File: config.mk
export PLATFORM = sky130hd
export DESIGN_NAME = reg_rmw_engine
export DESIGN_NICKNAME = d
export VERILOG_FILES = /design/src/rtl/gpu_pkg.sv /design/src/rtl/reg_bank_2r1w.sv /design/src/rtl/reg_rmw_engine.sv
export SDC_FILE = /design/constraint.sdc
export NUM_CORES = 2
export LEC_CHECK = 0
export BUFFER_PORTS_ARGS = -buffer_cell sky130_fd_sc_hd__buf_2
export CAP_MARGIN = 20
export CORE_MARGIN = 4
export CORE_UTILIZATION = 50
export CTS_CLUSTER_SIZE = 12
export DETAILED_ROUTE_END_ITERATION = 10
export GPL_ROUTABILITY_DRIVEN = 0
export MAX_ROUTING_LAYER = met4
export PLACE_DENSITY = 0.68
export SYNTH_ARGS = -nofsm -noshare
export SYNTH_HDL_FRONTEND = slang
export SYNTH_HIERARCHICAL = 1
export SYNTH_SLANG_ARGS = --single-unit
File: constraint.sdc
create_clock -name clock -period 3.8 [get_ports clock]
set_clock_uncertainty 0.2 [all_clocks]
set_input_delay 0.19 -clock clock [delete_from_list [all_inputs] [get_ports clock]]
set_output_delay 0.19 -clock clock [all_outputs]
set_load 0.03 [all_outputs]
File: src/rtl/gpu_pkg.sv
// Shared GPU type definitions: read-modify-write operation codes and
// the sequencer states used by the register bank's self-test engine.
package gpu_pkg;

    typedef enum logic [1:0] {
        RMW_INC  = 2'd0,
        RMW_ADD  = 2'd1,
        RMW_XOR  = 2'd2,
        RMW_LOAD = 2'd3
    } rmw_mode_t;

    typedef enum logic [1:0] {
        IDLE  = 2'd0,
        READ  = 2'd1,
        WAIT  = 2'd2,
        WRITE = 2'd3
    } rmw_state_t;

endpackage

File: src/rtl/reg_bank_2r1w.sv
// Flop-based register bank with two registered read ports and one write
// port; register 0 is hard-wired to zero.
module reg_bank_2r1w #(
    parameter int WORD_WIDTH = 32,
    parameter int REG_COUNT  = 32,
    localparam int ADDRESS_WIDTH = $clog2(REG_COUNT)
) (
    input  logic                     clock,
    input  logic                     reset_n,
    input  logic                     read_a_en,
    input  logic [ADDRESS_WIDTH-1:0] read_a_address,
    output logic [WORD_WIDTH-1:0]    read_a_data,
    input  logic                     read_b_en,
    input  logic [ADDRESS_WIDTH-1:0] read_b_address,
    output logic [WORD_WIDTH-1:0]    read_b_data,
    input  logic                     write_en,
    input  logic [ADDRESS_WIDTH-1:0] write_address,
    input  logic [WORD_WIDTH-1:0]    write_data
);

    localparam logic [ADDRESS_WIDTH:0] ADDRESS_LIMIT = (ADDRESS_WIDTH+1)'(REG_COUNT);

    logic [WORD_WIDTH-1:0] regs [REG_COUNT];

    // Addresses past REG_COUNT (non power-of-two banks) read as zero.
    function automatic logic [WORD_WIDTH-1:0] fetch(input logic [ADDRESS_WIDTH-1:0] address);
        if ({1'b0, address} < ADDRESS_LIMIT) begin
            return regs[address];
        end
        return '0;
    endfunction

    always_ff @(posedge clock or negedge reset_n) begin
        if (!reset_n) begin
            for (int i = 0; i < REG_COUNT; i++) begin
                regs[i] <= '0;
            end
        end else if (write_en && (write_address != '0) &&
                     ({1'b0, write_address} < ADDRESS_LIMIT)) begin
            regs[write_address] <= write_data;
        end
    end

    // Reads sample storage before this edge's write lands, so a same-address
    // read and write return the old value.
    always_ff @(posedge clock or negedge reset_n) begin
        if (!reset_n) begin
            read_a_data <= '0;
            read_b_data <= '0;
        end else begin
            if (read_a_en) begin
                read_a_data <= fetch(read_a_address);
            end
            if (read_b_en) begin
                read_b_data <= fetch(read_b_address);
            end
        end
    end

endmodule

File: src/rtl/reg_rmw_engine.sv
// Register bank plus a host-started read-modify-write sequencer that walks
// an address range (with wrap) applying one operation per register.
module reg_rmw_engine
    import gpu_pkg::*;
#(
    parameter int WORD_WIDTH = 32,
    parameter int REG_COUNT  = 32,
    localparam int ADDRESS_WIDTH = $clog2(REG_COUNT)
) (
    input  logic                     clock,
    input  logic                     reset_n,
    input  logic [ADDRESS_WIDTH-1:0] ext_address,
    input  logic                     ext_read,
    output logic [WORD_WIDTH-1:0]    ext_read_data,
    input  logic                     ext_write,
    input  logic [WORD_WIDTH-1:0]    ext_write_data,
    output logic                     ext_write_dropped,
    input  logic                     start,
    input  logic [ADDRESS_WIDTH-1:0] first_address,
    input  logic [ADDRESS_WIDTH-1:0] last_address,
    input  logic [1:0]               mode,
    input  logic [WORD_WIDTH-1:0]    operand,
    output logic                     busy,
    output logic                     done,
    output logic [ADDRESS_WIDTH:0]   op_count
);

    localparam logic [ADDRESS_WIDTH-1:0] TOP_ADDRESS = ADDRESS_WIDTH'(REG_COUNT - 1);

    rmw_state_t                 state;
    rmw_state_t                 state_next;
    logic [ADDRESS_WIDTH-1:0]   current_address;
    logic [ADDRESS_WIDTH-1:0]   last_address_q;
    rmw_mode_t                  mode_q;
    logic [WORD_WIDTH-1:0]      operand_q;
    logic [WORD_WIDTH-1:0]      result_q;
    logic [WORD_WIDTH-1:0]      engine_read_data;
    logic                       engine_read;
    logic                       engine_write;
    logic                       last_step;
    logic                       bank_write_en;
    logic [ADDRESS_WIDTH-1:0]   bank_write_address;
    logic [WORD_WIDTH-1:0]      bank_write_data;

    assign busy      = (state != IDLE);
    assign last_step = (current_address == last_address_q);

    always_ff @(posedge clock or negedge reset_n) begin
        if (!reset_n) begin
            state <= IDLE;
        end else begin
            state <= state_next;
        end
    end

    always_comb begin
        state_next   = state;
        engine_read  = 1'b0;
        engine_write = 1'b0;
        case (state)
            IDLE: begin
                if (start) begin
                    state_next = READ;
                end
            end
            READ: begin
                engine_read = 1'b1;
                state_next  = WAIT;
            end
            WAIT: begin
                state_next = WRITE;
            end
            WRITE: begin
                engine_write = 1'b1;
                state_next   = last_step ? IDLE : READ;
            end
            default: state_next = IDLE;
        endcase
    end

    // Pass parameters are frozen at start so host changes mid-pass are inert.
    always_ff @(posedge clock or negedge reset_n) begin
        if (!reset_n) begin
            current_address <= '0;
            last_address_q  <= '0;
            mode_q          <= RMW_INC;
            operand_q       <= '0;
            result_q        <= '0;
            op_count        <= '0;
            done            <= 1'b0;
        end else begin
            done <= 1'b0;
            case (state)
                IDLE: begin
                    if (start) begin
                        current_address <= first_address;
                        last_address_q  <= last_address;
                        mode_q          <= rmw_mode_t'(mode);
                        operand_q       <= operand;
                        op_count        <= '0;
                    end
                end
                WAIT: begin
                    case (mode_q)
                        RMW_INC:  result_q <= engine_read_data + WORD_WIDTH'(1);
                        RMW_ADD:  result_q <= engine_read_data + operand_q;
                        RMW_XOR:  result_q <= engine_read_data ^ operand_q;
                        RMW_LOAD: result_q <= operand_q;
                        default:  result_q <= operand_q;
                    endcase
                end
                WRITE: begin
                    op_count <= op_count + (ADDRESS_WIDTH+1)'(1);
                    if (last_step) begin
                        done <= 1'b1;
                    end else if (current_address == TOP_ADDRESS) begin
                        current_address <= '0;
                    end else begin
                        current_address <= current_address + ADDRESS_WIDTH'(1);
                    end
                end
                default: ;
            endcase
        end
    end

    always_ff @(posedge clock or negedge reset_n) begin
        if (!reset_n) begin
            ext_write_dropped <= 1'b0;
        end else begin
            ext_write_dropped <= ext_write && busy;
        end
    end

    // The engine owns the single write port for the whole pass.
    always_comb begin
        bank_write_en      = 1'b0;
        bank_write_address = ext_address;
        bank_write_data    = ext_write_data;
        if (busy) begin
            bank_write_en      = engine_write;
            bank_write_address = current_address;
            bank_write_data    = result_q;
        end else begin
            bank_write_en = ext_write;
        end
    end

    reg_bank_2r1w #(
        .WORD_WIDTH (WORD_WIDTH),
        .REG_COUNT  (REG_COUNT)
    ) u_bank (
        .clock          (clock),
        .reset_n        (reset_n),
        .read_a_en      (ext_read),
        .read_a_address (ext_address),
        .read_a_data    (ext_read_data),
        .read_b_en      (engine_read),
        .read_b_address (current_address),
        .read_b_data    (engine_read_data),
        .write_en       (bank_write_en),
        .write_address  (bank_write_address),
        .write_data     (bank_write_data)
    );

endmodule

## Yosys cells after proc, flatten, opt, wreduce, memory -nomap -nowiden

Index checks and enable logic that the tools add are counted.

- Add/subtract/negate cells: 4
- Magnitude comparators: 4
- Equal/unequal tests: 10
- Multiplexer cells: 30
- Bitwise logic cells: 4
- Reduce and logical (&&, ||, !) cells: 11

Operators with widths:

| kind | number |
|---|---|
| $bwmux W1024 | 1 |
| $bmux W32 S5 | 2 |
| $mux W32 | 8 |
| $demux W32 S5 | 1 |
| $pmux W32 S4 | 1 |
| $add A32 B1 Y32 const B | 1 |
| $add A32 B32 Y32 | 1 |
| $xor A32 B32 Y32 | 1 |
| $mux W5 | 4 |
| $ge A6 B6 Y1 const B | 3 |
| $not A5 Y6 | 3 |
| $pmux W6 S2 | 1 |
| $pmux W5 S2 | 1 |
| $eq A2 B2 Y1 const B | 4 |
| $mux W1 | 8 |
| $pmux W2 S4 | 1 |
| $add A6 B1 Y6 const B | 1 |
| $lt A6 B1 Y1 const B | 1 |
| $mux W6 | 1 |
| $add A5 B1 Y5 const B | 1 |
| $eq A5 B5 Y1 | 1 |
| $eq A5 B5 Y1 const B | 1 |
| $reduce_bool A5 Y1 | 1 |
| $eq A2 B1 Y1 const B | 2 |
| other kinds (7) | 13 |

- Register bits: 1174
- Input port bits: 86
- Output and inout port bits: 41

## Longest topological paths before layout

- Depth in word-level cells: 8
- Depth in mapped cells: 14
- Gate-level depth less buffers: 12

## Hierarchy

The synthesis kept the hierarchy.

Modules (own cells, without submodules):

| module | times used | cells each | area an instance (um^2) | sequential area each (um^2) |
|---|---|---|---|---|
| reg_bank_2r1w | 1 | 4554 | 57717.9 | 27226.1 |
| reg_rmw_engine | 1 | 728 | 6640.1 | 2152.1 |

## Worst setup path after synthesis

Ideal clock, no wire load.

- Path type: reg-to-reg
- From: reg mode_q[0]
- To: reg result_q[30]
- Setup time: 87 ps
- Arrival time: 3463 ps
- Slack: 51 ps
- Cell stages (with the launch flop): 14
- Buffers on the path: 1
- Period minus slack after synthesis: 3749 ps
- Cells stage by stage: dfrtp_1 > clkbuf_1 > nor2b_1 > nand2b_1 > ha_1 > fa_1 > a21o_2 > a31o_1 > a221o_1 > o21ba_1 > a31o_1 > a41o_1 > mux2_4 > a211oi_2

- Longest elaborated chain between the ends: 2

Ends and longest elaborated chain:

| what | RTL line | text |
|---|---|---|
| from (decl) | reg_rmw_engine.sv:34 | `rmw_mode_t mode_q;` |
| from (signal assigned) | reg_rmw_engine.sv:98 | `mode_q <= rmw_mode_t'(mode);` |
| $eq A2 B2 Y1 (tied with other cells) | reg_rmw_engine.sv:104 | `case (mode_q)` |
| $pmux W32 S4 * | reg_rmw_engine.sv:104 |  |
| to (signal assigned) | reg_rmw_engine.sv:105 | `RMW_INC: result_q <= engine_read_data + WORD_WIDTH'(1);` |
| to (signal assigned) | reg_rmw_engine.sv:106 | `RMW_ADD: result_q <= engine_read_data + operand_q;` |
| to (signal assigned) | reg_rmw_engine.sv:107 | `RMW_XOR: result_q <= engine_read_data ^ operand_q;` |
| to (decl) | reg_rmw_engine.sv:36 | `logic [WORD_WIDTH-1:0] result_q;` |

Mark *: on every way between the ends. The rest lies on a longest branch, timed or not.
A chain may end at the register's enable or synchronous reset.

## Worst setup path after layout

- From: reg mode_q[1]
- To: reg result_q[30]

The elaborated chain is that of the path after synthesis.

==> metrics.csv <==
stage,metric,value,unit
grt,initial antenna violation count,3,
placed_design,Detail Placement HPWL,125000,um
die,Die Span X,367,um
synthesis,#FFs+latches synth,1174,
critical_path,Worst EP required,4.27,ns
clock_network,"Setup Fix Bufs, Post-CTS",0,
synthesis,Post-synth ARST share,100,%
clock_network,Root Buffer,clkbuf_16,
clock_network,clock latency on the worst-skew pair,0.77,ns
synthesis,share of the synthesized area in the top cell type,45.6,%
synthesis,sequential area share after synthesis,45.6,%
synthesis,cell area after technology mapping,64400,um2
placed_design,I/O Buffers,126,
die,FP Rows,131,
detailed_routing,DRC Markers,0,
synthesis,post-synthesis area per instance,12.2,um2
critical_path,Crit Path Class,flop to flop,
grt,largest net degree at the start of global routing,139,
detailed_routing,first drt pass iteration count,6,
synthesis,number of synthesized flops with an enable pin,0,
placed_design,pre-CTS WS,0.0780,ns
min_path,HP Class,input port to flop,
sta,RSZ-0062 raised after global routing,no,
sta,final period demand of the worst path,3.67,ns
power_and_ir_drop,VDD IR max,0.000539,V
detailed_routing,DR WL/cell,29.0,um
run_status,status,"complete, no violations",
sta,Max Freq,272,MHz
power_and_ir_drop,Leak,33.9,nW
layout,fill count,10500,
sta,Slew HR,24.0,%
clock_network,Num CTS Buffers,130,
critical_path,CP Buf/Inv Count,0,
critical_path,type of origin of the critical path,flop,
clock_network,Clock Tree Buf Depth,3,
critical_path,Worst setup EP type,flop,
grt,vias in the first global route,47000,
layout,register area,29400,um2
die,DIE AREA,135000,um2
clock_network,Max H-tree Level,4,
sta,final period utilization,96.7,%
synthesis,Synth Warn #,6,
sta,max-slew violations,0,
grt,GRT Total Usage,30.7,%
die,I/O Pins,127,
sta,setup TNS,0,ns
layout,Area growth syn-to-layout,12.6,%
detailed_routing,via count,46600,
clock_network,Clock Pin Slew Worst Setup and Hold Paths,0.06,ns
sta,Fin. Hold Viols,0,
detailed_routing,post-DR vias/cell,6.56,
synthesis,"top cells by area, synth","dfrtp_1 46%, mux2_2 20%, mux2i_1 16%",
layout,area occupied by multi-input gates,32500,um2
synthesis,Mapped Cells,5282,
synthesis,Cell variety after synth,70,
clock_network,CTS tree,yes,
die,chip height,367,um
flow_run,max_cap viols,0,
critical_path,Crit path arrival time,4.14,ns
critical_path,CP max stage cell,dfrtp_2,
critical_path,CP peak stage delay,0.42,ns
critical_path,CP dominant cell by count,a31o_1,
detailed_routing,DRT iter0 DRCs,5217,
die,Starting Density,50.4,%
sta,Slew @ Worst Pin,1.14,ns
detailed_routing,Antenna Violating Nets Remaining,0,
grt,first-pass GRT wire length,305000,um
power_and_ir_drop,power per cell area,830,nW/um2
synthesis,Most used DFF post-synth,dfrtp_1,
grt,global route overflow,0,
layout,share of cells above drive strength 1,32.3,%
synthesis,Commonest cells post-synth,"1174 x dfrtp_1, 1121 x mux2_2, 1032 x mux2i_1",
critical_path,crit-path cells,nor2b_4 -> nand2b_1 -> ha_1 -> fa_2 -> a21o_2 -> a31o_1 -> a221o_1 -> o21ba_1 -> a31o_1 -> a41o_1 -> mux2_4 -> a211oi_2,
synthesis,most frequent cell after synthesis,dfrtp_1,
critical_path,"CP delay by family, top",compound AO/OA/AOI/OAI gates,
sta,Final setup viols,0,
die,core area,128000,um2
critical_path,Max Fanout on Critical Path,6,
detailed_routing,final WL,206000,um
clock_network,CTS sink count,1174,
layout,fin nets,5471,
sta,final setup margin,0.126,ns
synthesis,Syn Nets,5407,
synthesis,largest area contributor in the netlist,dfrtp_1,
==> registers in the layout, summed over array words and instances, names as in the netlist <==
name / cells
u_bank/regs: 1024
operand_q: 32
result_q: 32
u_bank/read_a_data: 32
u_bank/read_b_data: 32
op_count: 6
current_address: 5
last_address_q: 5
mode_q: 2
state: 2
done: 1
ext_write_dropped: 1
==> worst register-to-register path, stage by stage, from the launching register on <==
cell	delay (ns)
dfrtp_2	0.42
nor2b_4	0.17
nand2b_1	0.08
ha_1	0.21
fa_2	0.38
a21o_2	0.24
a31o_1	0.24
a221o_1	0.34
o21ba_1	0.23
a31o_1	0.27
a41o_1	0.26
mux2_4	0.30
a211oi_2	0.22
==> kinds of logic after synthesis <==
group           after synthesis  share of synthesized area, %
mux                        2161                          35.8
fa+ha+maj                    39                         0.770
buf+inv                     549                          4.33
simple gates                353                          2.93
flops                      1174                          45.6
compound gates              944                          9.67
xor+xnor                     62                         0.844
==> per-stage QoR <==
stage | util, % | cell area [um2] | hold WS (ns) | std cells | power [mW]
global placement | 52.8 | 67400 | -0.0514 | 6789 | 46.4
global route | 56.7 | 72500 | 0.0299 | 7102 | 63.1
finish | 56.7 | 72500 | 0.0360 | 7103 | 60.1
detailed placement | 52.8 | 67400 | -0.0535 | 6789 | 47.2
CTS | 56.7 | 72400 | 0.000957 | 7099 | 59.8
floorplan | - | 64400 | -0.306 | 5282 | 38.4
==> cell type report <==
class	instances	share of cell area (%)
Inverter	23	0.119
Clock buffer	193	5.35
Antenna cell	4	0.0138
Multi-Input combinational cell	3559	44.9
Sequential cell	1174	40.6
Tap cell	1662	2.87
Clock inverter	30	0.340
Timing Repair Buffer	458	5.87
==> cell usage in the layout (no fill, tap or decap), types with 8 or more instances in the layout <==
cell / synthesis / final
dfrtp_1: 1174 / 1172
mux2_2: 1121 / 1121
mux2i_1: 1032 / 1032
a22oi_1: 512 / 512
a21oi_1: 313 / 312
buf_4: 91 / 175
clkbuf_16: 0 / 137
buf_2: 102 / 124
dlygate4sd3_1: 0 / 86
buf_12: 0 / 70
nor4_1: 66 / 64
nand2_1: 72 / 56
xnor2_1: 49 / 49
nor2_1: 54 / 40
o21ai_0: 45 / 38
ha_1: 38 / 35
clkbuf_1: 262 / 32
and2_1: 33 / 31
nand2b_1: 32 / 28
nor2b_1: 32 / 25
clkbuf_8: 3 / 24
inv_1: 23 / 23
clkinv_2: 0 / 21
nand3_1: 19 / 17
nor2_4: 0 / 14
xor2_1: 13 / 13
a21o_1: 13 / 13
nand2_2: 0 / 11
nand4_1: 10 / 10
nor3_1: 9 / 9
o21ai_2: 1 / 8
==> timing repair <==
item,in CTS,in global routing
resized for setup,0,4
setup endpoints to repair,0,5
hold buffers,87,0
hold endpoints to repair,1205,0
==> layer usage <==
| layer | up-vias | share of wire, % | global-route usage, % |
|---|---|---|---|
| li1 | 19800 | - | - |
| met1 | 24300 | 43 | 41.1 |
| met2 | 1987 | 45 | 46.2 |
| met3 | 519 | 7.0 | 4.81 |
| met4 | 0 | 4.9 | 14.0 |
| met5 | - | 0 | - |
==> where the power goes <==
part	internal (mW)	leakage (nW)	switching, mW
Combinational	11.8	16.3	15.0
Sequential	17.1	15.5	3.70
Clock	7.24	2.05	5.22
==> final timing paths <==
kind	from	to	slack [ns]	depth (start not counted)
max in group asynchronous	reset_n	current_address[0]	2.02	5
min reg2reg	u_bank/regs[994]	u_bank/regs[994]	0.20	0
max	mode_q[1]	result_q[30]	0.13	12
max reg2reg	mode_q[1]	result_q[30]	0.13	12
min in group asynchronous	reset_n	u_bank/read_a_data[8]	0.55	4
min	ext_write_data[4]	u_bank/regs[100]	0.04	5
Power figures use the tool's default switching activity.
